`src/rtl/regfile_write_arbiter.sv`:
```
// Write-port owner for the 32x32 register file: zero-fill sweep after reset, then
// valid/ready arbitration of two writeback requesters. REGFILE_ARB_FIXED_PRIO_EN selects fixed req0 priority.
module regfile_write_arbiter #(
  parameter int AW         = 5,
  parameter int DW         = 32,
  parameter int NREG       = 32,
  parameter int INIT_SWEEP = 1
) (
  input  logic          clk,
  input  logic          rst_n,
  input  logic          req0_valid,
  input  logic [AW-1:0] req0_addr,
  input  logic [DW-1:0] req0_data,
  output logic          req0_ready,
  input  logic          req1_valid,
  input  logic [AW-1:0] req1_addr,
  input  logic [DW-1:0] req1_data,
  output logic          req1_ready,
  output logic          rf_we,
  output logic [AW-1:0] rf_addr,
  output logic [DW-1:0] rf_wdata,
  output logic          grant_id,
  output logic          init_done
);

  typedef enum logic {INIT, RUN} state_t;

  state_t        state, state_nxt;
  logic [AW-1:0] cnt;
  logic          sel1_p0;
  logic          xfer_p0;
  logic [AW-1:0] xfer_addr_p0;
  logic [DW-1:0] xfer_data_p0;
  logic          sweep_last;

`ifndef REGFILE_ARB_FIXED_PRIO_EN
  logic rr_ptr;
`endif

  assign sweep_last = (cnt == AW'(NREG - 1));

  // Stage p0: combinational grant selection and handshake
  always_comb begin
    state_nxt  = state;
    req0_ready = 1'b0;
    req1_ready = 1'b0;
`ifdef REGFILE_ARB_FIXED_PRIO_EN
    sel1_p0    = req1_valid & ~req0_valid;
`else
    sel1_p0    = req1_valid & (~req0_valid | rr_ptr);
`endif
    case (state)
      INIT: begin
        if (sweep_last) state_nxt = RUN;
      end
      RUN: begin
        // Grants wait for init_done so the first accepted write never overlaps the last sweep beat.
        if (init_done) begin
          req0_ready = req0_valid & ~sel1_p0;
          req1_ready = sel1_p0;
        end
      end
      default: state_nxt = INIT;
    endcase
    xfer_p0      = req0_ready | req1_ready;
    xfer_addr_p0 = sel1_p0 ? req1_addr : req0_addr;
    xfer_data_p0 = sel1_p0 ? req1_data : req0_data;
  end

  // Stage p1: registered regfile write beat
  always_ff @(posedge clk) begin
    if (!rst_n) begin
      state     <= (INIT_SWEEP != 0) ? INIT : RUN;
      cnt       <= AW'(1);
      rf_we     <= 1'b0;
      rf_addr   <= '0;
      rf_wdata  <= '0;
      grant_id  <= 1'b0;
      init_done <= (INIT_SWEEP == 0);
`ifndef REGFILE_ARB_FIXED_PRIO_EN
      rr_ptr    <= 1'b0;
`endif
    end else begin
      state     <= state_nxt;
      init_done <= (state == RUN);
      case (state)
        INIT: begin
          rf_we    <= 1'b1;
          rf_addr  <= cnt;
          rf_wdata <= '0;
          cnt      <= sweep_last ? AW'(1) : cnt + AW'(1);
        end
        RUN: begin
          // Writes to register 0 are accepted but never reach the array.
          rf_we <= xfer_p0 & (xfer_addr_p0 != '0);
          if (xfer_p0) begin
            rf_addr  <= xfer_addr_p0;
            rf_wdata <= xfer_data_p0;
            grant_id <= sel1_p0;
`ifndef REGFILE_ARB_FIXED_PRIO_EN
            rr_ptr   <= ~sel1_p0;
`endif
          end
        end
        default: rf_we <= 1'b0;
      endcase
    end
  end

endmodule

```
`config.mk`:
```
export PLATFORM = sky130hd
export DESIGN_NAME = regfile_write_arbiter
export DESIGN_NICKNAME = d
export VERILOG_FILES = /design/src/rtl/regfile_write_arbiter.sv
export SDC_FILE = /design/constraint.sdc
export NUM_CORES = 1
export LEC_CHECK = 0
export CAP_MARGIN = 20
export CORE_ASPECT_RATIO = 0.5
export CORE_MARGIN = 3
export CORE_UTILIZATION = 39
export CTS_BUF_LIST = sky130_fd_sc_hd__clkbuf_4
export DETAILED_ROUTE_END_ITERATION = 16
export GPL_TIMING_DRIVEN = 0
export PLACE_DENSITY_LB_ADDON = 0.15
export SLEW_MARGIN = 20
export SYNTH_ARGS = -nofsm -noshare
export SYNTH_HDL_FRONTEND = slang
export SYNTH_SLANG_ARGS = --single-unit
```
`constraint.sdc`:
```
create_clock -name clk -period 1.81 [get_ports clk]
set_clock_uncertainty 0.15 [all_clocks]
set_input_delay 0.2715 -clock clk [delete_from_list [all_inputs] [get_ports clk]]
set_output_delay 0.2715 -clock clk [all_outputs]
set_load 0.1 [all_outputs]
```
# Word level (Yosys, flattened, before mapping)
# Index checks and enable logic that the tools add are counted.
# totals
output_inout_bits	42
ff_bits	47
# op_classes
reduce_logical	2
bitwise	8
n_mux	14
eq_ne	2
addsub	1
# op_table
cell	n
$mux W32	2
$pmux W32 S2	1
$mux W5	3
$pmux W5 S2	1
$mux W1	6
$add A5 B1 Y5 const B	1
$eq A5 B5 Y1 const B	1
$reduce_bool A5 Y1	1
$and A1 B1 Y1	3
$not A1 Y1	3
$ne A2 B1 Y1 const B	1
$or A1 B1 Y1	2
$pmux W1 S2	1
$reduce_and A2 Y1	1

# Depth between registers and ports, before layout
# Gate-level depths: netlist of the first run.
# depth
word_depth	10
depth_mapped	6
mapped_depth_nobuf	6

# Worst setup path before layout of the first run
# OpenSTA, ideal clock, no wires.
# synth_timing
kind	reg-to-output
startpoint	reg init_done
endpoint	out req0_ready
arrival_ns	2.638
slack_ns	-1.249
stages_incl_launch_ff	4
required_time_ns	1.388
cell_sequence	dfxtp_1 -> and2_1 -> nand2_1 -> nor2_1
# synth_between
elab_chain_len	2
# synth_lines
element	line_no	source
from (decl)	23	output logic init_done
from (signal assigned)	79	init_done <= (INIT_SWEEP == 0);
from (signal assigned)	85	init_done <= (state == RUN);
$mux W1	58	if (init_done) begin
$mux W1	52	case (state)
to (decl)	14	output logic req0_ready,
# Every way passes these cells.

# Worst setup path after layout of the first run
# layout_timing
startpoint	reg state
endpoint	out req0_ready
# layout_between
elab_chain_len	1
# layout_lines
element	line_no	source
from (decl)	28	state_t state, state_nxt;
from (signal assigned)	73	state <= (INIT_SWEEP != 0) ? INIT : RUN;
from (signal assigned)	84	state <= state_nxt;
$mux W1	52	
# Every way passes these cells.

==> metrics.md, run 1 <==
| Metric | Value |
|---|---|
| Total of max-cap violations | 0 |
| Drt first pass iters | 4 |
| Top-area cell type share of the netlist area | 44.4% |
| Crit path launch | state |
| GP Congestion | 0.803 |
| Clk_lat worst skew | 350 ps |
| RSZ-0062 raised after global routing | true |
| CTS clock-pin slew for the worst setup and hold paths | 130 ps |
| FMAX | 559 MHz |
| Hold slack final | 33.7 ps |
| DR vias | 2241 |
| Die height | 58.1 um |
| Net count, final | 454 |
| Post-DP HPWL | 4830 um |
| Area leader, netlist | dfxtp_1 |
| Slew @ Worst Pin | 576 ps |
| Syn nets | 320 |
| Crit path cell chain | buf_6, and2_4, nand2_2, nor2_4, buf_12 |
| Final ANT Viol Nets | 0 |
| Area contributors post-synth | dfxtp_1 44%, mux2i_1 11%, nand2_1 9.4% |
| Final Max Tran Viols | 0 |
| Hold Fails Final Rpt | 0 |
| Layout Cells excl Fill | 445 |
| Mapped Cells | between 200 and 250 |
| Crit path max fanout | 7 |
| Buf+Inv Stages, Crit Path | 2 |
| Vias per cell | 5.04 |
| Final core occ | 71.1% |
| Clock Path Buffers | 2 |
| Core Region | 5090 um^2 |
| Synth Register Bits | 47 |
| Routed WL per cell | 14.2 um |
| Worst r2r src | cnt[0] |
| Avg Cell Area, Syn | around 8.8 um^2 |
| Maximum VDD drop | just under 0.3 mV |
| Crit-path max cell delay | 350 ps |
| Root Driver | clkbuf_4 |
| Mapped Area | 2120 um^2 |
| Worst EP required | 1390 ps |
| # clock sinks | 47 |
| Delay-heaviest family, CP | simple AND/OR/NAND/NOR gates |
| DRC Markers | 0 |
| H-Tree Depth | 2 |
| # setup viols final | 0 |
| Initial core utilization | a little over two fifths |
| Hold/Removal Path Class | primary input to flip-flop |
| Pre-CTS setup slack | -1290 ps |
| Ys async rst share | 0% |
| First-pass GRT wire length | 10100 um |
| Tot GR Track Use | 19.9% |
| Status | finished, final reports clean |
| DR iter-0 viols | slightly above 70 |
| Post-synth EDFFs | 0 |
| Relative slew slack | between 60% and 70% |
| Multi-input logic area | approximately 1100 um^2 |
| Worst Setup Path Type | flip-flop to output port |
| Synth top cells by count | 53 x nand2_1, 47 x dfxtp_1, 24 x mux2i_1 |
| Post-synth top flop | dfxtp_1 |
| Num rows | 18 |
| Power Dens Cells | 531 nW/um^2 |
| LEAKAGE | 0.00145 uW |
| DP Area | about 3400 um^2 |
| Antenna violations before repair | 0 |
| Number of instances in the placed design | ~430 |
| Total grt overflow | 0 |
| Crit start category | flip-flop |
| TritonCTS buffer count | 5 |
| Min Clock Period, post-route | 1790 ps |
| CP Capture Type | output port |
| # IOs | 120 |
| Count leader, synth | nand2_1 |
| Post-layout worst setup margin | 22.0 ps |
| Distinct cells, synth | 38 |
| Routed wire length | around 6300 um |
| Storage cell area | between 900 and 1000 um^2 |
| Synthesis Warnings | 0 |
| Ant. Diodes | 0 |
| Die ar. | 6410 um^2 |
| Vias in the first global route | about 2200 |
| Worst path slowest cell | dfxtp_2 |
| CP arrival | 1370 ps |
| PortBufs | 118 |
| Register area share after synthesis | between 40 and 50% |
| Pin count of the biggest net entering global routing | 14 |
| Final instance area | ~3600 um^2 |
| Area growth syn-to-layout | 70.6% |
| CTS tree | built |
| Filler cells | 431 |
| Final Cycle Share | around 99% |
| Layout cells sized above 1 | 24.0% |
| Hold Crit Start | rst_n |
| Die W | 110 um |
repair_timing:
item                                    in CTS  in global routing
buffers inserted                             2                 10
endpoints found under the setup margin      42                  2
pin swaps                                    1                  1
cloned                                       0                  0
hold buffers                                 0                  0
gates resized for setup                    147                  3
routing by layer:
| layer | global-route usage (%) | wire length, um |
|---|---|---|
| met2 | 36.6 | 3100 |
| met3 | 7.01 | 525 |
| met4 | 4.91 | 100 |
| met5 | 0 | 0 |
| met1 | 22.0 | 2590 |
cell families after synthesis:
logic type                 synth area share [%]
buffers and inverters                      6.73
and+or+nand+nor                            17.3
muxes                                      11.3
AOI/OAI and AO/OA                          19.1
DFF                                        44.4
adders and majority gates                  1.18
stage by stage:
stage               setup TNS, ps  power [uW]
floorplan                       0        1240
global placement            -9910        1450
detailed placement         -10970        1450
CTS                          -188        1930
global route                -55.0        2020
finish                          0        1920
path summary, 6_finish.rpt:
kind,endpoint,slack [ps],depth (start not counted)
max,req0_ready,20,5
min,cnt[0],30,2
max reg2reg,cnt[3],120,6
min reg2reg,rf_wdata[20],310,2
cells in the final DEF, fill, tap and decap left out, types with 4 or more instances in the layout:
cell type        Yosys  layout
a21oi_1              4       4
a31oi_1             16      16
buf_2                4       4
buf_4                3      14
clkbuf_4             0       6
clkdlybuf4s15_2      0      40
clkdlybuf4s50_1      0      74
dfxtp_1             47      44
mux2i_1             24      24
nand2_1             53      52
nor2_1              10       8
o21ai_0             15      15
o21ai_1             18      18
o221ai_1             4       4
flip-flops by register name, indices dropped and copies added, names as in the netlist:
register,cells
rr_ptr,1
init_done,1
state,1
rf_addr,5
cnt,5
grant_id,1
rf_wdata,32
rf_we,1
final cells by class:
class	instances	area share, %
plain buffers	13	3.08
clock buffers	6	1.25
clock inverters	2	0.208
inverters	2	0.277
multi-input cells	175	29.6
flip-flops and latches	47	26.2
well taps	70	2.42
repair buffers	130	37.0
where the power goes:
part | internal, uW | switching (uW)
Combinational | 221 | 156
Sequential | 1050 | 13.8
Clock | 160 | 323
Total | 1430 | 494
(Power assumes the default switching activity.)
==> run 2: changes to the inputs <==
--- a/config.mk
+++ b/config.mk
@@ -5,10 +5,11 @@
 export SDC_FILE = /design/constraint.sdc
 export NUM_CORES = 1
 export LEC_CHECK = 0
+export ABC_AREA = 1
 export CAP_MARGIN = 20
 export CORE_ASPECT_RATIO = 0.5
 export CORE_MARGIN = 3
-export CORE_UTILIZATION = 39
+export CORE_UTILIZATION = 40
 export CTS_BUF_LIST = sky130_fd_sc_hd__clkbuf_4
 export DETAILED_ROUTE_END_ITERATION = 16
 export GPL_TIMING_DRIVEN = 0
==> constraint.sdc (replaced) <==
create_clock -name clk -period 1.81 [get_ports clk]
set_clock_uncertainty 0.15 [all_clocks]
set_input_delay 0.362 -clock clk [delete_from_list [all_inputs] [get_ports clk]]
set_output_delay 0.362 -clock clk [all_outputs]
set_load 0.1 [all_outputs]
==> metrics.md, run 2 <==
| Metric | Value |
|---|---|
| Synth Area in Compound Gates | 10.4% |
| Power Total | 2070 uW |
| Hold/Removal Path Class | flip-flop to flip-flop |
| Layout cells sized above 1 | 20.5% |
| DR iter-0 viols | 148 |
| Clock Path Buffers | 2 |
| Initial core utilization | between 40% and 50% |
| Pin count of the biggest net entering global routing | 15 |
| Routed wire length | 7930 um |
| Top reg by flops | rf_wdata |
| Ys async rst share | 0% |
| Worst path slowest cell | dfxtp_2 |
| Vias in the first global route | 2786 |
| Post-layout worst setup margin | -123 ps |
| Net count, final | 571 |
| Register area share after synthesis | 40.7% |
| Xor and xnor fraction of the mapped netlist area | 0% |
| Ant. Diodes | 0 |
| Crit path cell chain | buf_6, nand2_2, inv_2, nand2_4, buf_8, nor2_4, buf_12 |
| R2R depth | 11 |
| Pre-CTS setup slack | -1290 ps |
| Die ar. | 6780 um^2 |
| Distinct cells, synth | 21 |
| Commonest non-fill, non-tap cell in the layout | nand2_1 |
| Synth top cells by count | 132 x nand2_1, 47 x dfxtp_1, 39 x nor2_1 |
| Final ANT Viol Nets | 0 |
| Avg Cell Area, Syn | 6.57 um^2 |
| Mapped Cells | between 300 and 400 |
| Min Clock Period, post-route | 1930 ps |
| Maximum VDD drop | 0.380 mV |
| Tot GR Track Use | 23.1% |
| Crit start category | flip-flop |
| Relative slew slack | 63.2% |
| Failing checks | setup timing |
| Synthesis Warnings | 0 |
| Final core occ | a little over two thirds |
| GP Congestion | roughly 0.81 |
| Number of instances in the placed design | 540 |
| Post-synth EDFFs | 0 |
| Count leader, synth | nand2_1 |
| First-pass GRT wire length | 12600 um |
| # IOs | 120 |
| H-Tree Depth | 2 |
| Max FFs per register | 32 |
| LEAKAGE | 0.00169 uW |
| Routed WL per cell | 14.1 um |
| PortBufs | 118 |
| Crit path max fanout | 4 |
| DR vias | 2857 |
| Biggest regs | rf_wdata (32), cnt (5), rf_addr (5) |
| Total of max-cap violations | 0 |
| FMAX | 517 MHz |
| Post-synth top flop | dfxtp_1 |
| Die W | about 110 um |
| Synth Register Bits | 47 |
| Hold Fails Final Rpt | 0 |
| Final Max Tran Viols | 0 |
| CTS tree | built |
| CTS clock-pin slew for the worst setup and hold paths | 140 ps |
| TritonCTS buffer count | 5 |
| Syn nets | ~430 |
| Worst EP required | 1300 ps |
| Area leader, netlist | dfxtp_1 |
| Adder-Cell Fraction of Synth Area | about 1.1% |
| CP Capture Type | output port |
| Area contributors post-synth | dfxtp_1 41%, nand2_1 21%, a21oi_1 6.7% |
| Most frequent cells in the layout | 131 x nand2_1, 75 x clkdlybuf4s50_1, 44 x dfxtp_1 |
| CP arrival | approximately 1400 ps |
| Vias per cell | around 5.1 |
| Top-area cell type share of the netlist area | 40.7% |
| Core Region | roughly 5200 um^2 |
| Total grt overflow | 0 |
| Area growth syn-to-layout | 60.6% |
| Power Dens Cells | 559 nW/um^2 |
| Multiplexer share of the synthesized area | 0% |
| Antenna violations before repair | 0 |
| Die height | 59.8 um |
| Crit-path max cell delay | 360 ps |
| Mapped Area | 2310 um^2 |
| # clock sinks | 47 |
| RSZ-0062 raised after global routing | true |
| Slew @ Worst Pin | 555 ps |
| Num rows | 18 |
| Depth of the worst hold-timing path | 2 |
| Root Driver | clkbuf_4 |
| Clk_lat worst skew | ~360 ps |
| Drt first pass iters | 4 |
| Worst Setup Path Type | flip-flop to output port |
| Final Cycle Share | 107% |
| Post-DP HPWL | 5890 um |
| Synth Area in Simple Gates | 40.5% |
| DRC Markers | 0 |
| Status | complete, but fails checks |
| Post-route setup TNS | -230 ps |
| Largest family of logic cells by synthesized area | simple AND/OR/NAND/NOR gates |
| Layout Cells excl Fill | 562 |
| # setup viols final | 2 |
run 2: cell types whose count changed after synthesis, sizes merged, moves of 21 or more:
cell and delta:
a21oi +27, mux2i -24, nand2 +81, nand4 +21
nor2 +27, o21ai -24
run 2: path summary, 6_finish.rpt:
check | from | endpoint | slack [ps]
worst max-delay path | state | req0_ready | -120
worst min-delay path | grant_id | grant_id | 340
worst max register to register | state | rf_wdata[31] | 90
worst min register to register | grant_id | grant_id | 340
run 2: metal layers:
metal  up-vias  global-route usage [%]  routed length, um
met3        10                    7.58                552
met1      1346                    27.6               3250
met4         0                    4.62                 90
met2        83                    41.5               4040
li1       1418                       -                  -
met5         -                       0                  0
run 2: logic make-up after synthesis:
family	Yosys count
buffers and inverters	37
AO/OA/AOI/OAI	45
AND/OR/NAND/NOR	221
adder cells (fa/ha/maj)	2
flip-flops	47
run 2: area by class of cell:
cell class                 instances  area (um^2)
multi-input combinational        268         1240
inverter                          14         56.3
sequential                        47          947
clock inverter                     3         38.8
timing repair buffer             132         1140
buffer                            23          164
tap                               70         87.6
fill                             451         1530
clock buffer                       5         37.5
run 2: critical path: cells and delay by family, from the launching register on:
family,cells,cell delay [ps]
flops,1,360
buf+inv,4,500
simple gates,3,200
run 2: metrics by stage:
step / hold WS [ps] / area [um^2]
after floorplan: 318 / 2330
after global placement: 306 / 3600
after detailed placement: 321 / 3600
after CTS: 342 / 3780
after global routing: 373 / 3710
final: 342 / 3710
run 2: power breakdown:
group / total, uW / switching (uW) / internal [uW] / leakage, uW
logic: 383 / 177 / 206 / 0.00126
clock network: 633 / 348 / 285 / 0.0000426
registers: 1060 / 10.7 / 1050 / 0.000382
run 2: repair_timing:
| item | CTS | global route |
|---|---|---|
| pin swaps | 2 | 0 |
| endpoints found under the setup margin | 46 | 66 |
| cloned | 0 | 1 |
| hold buffers | 0 | 0 |
| setup buffers | 5 | 8 |
| gates resized for setup | 164 | 84 |
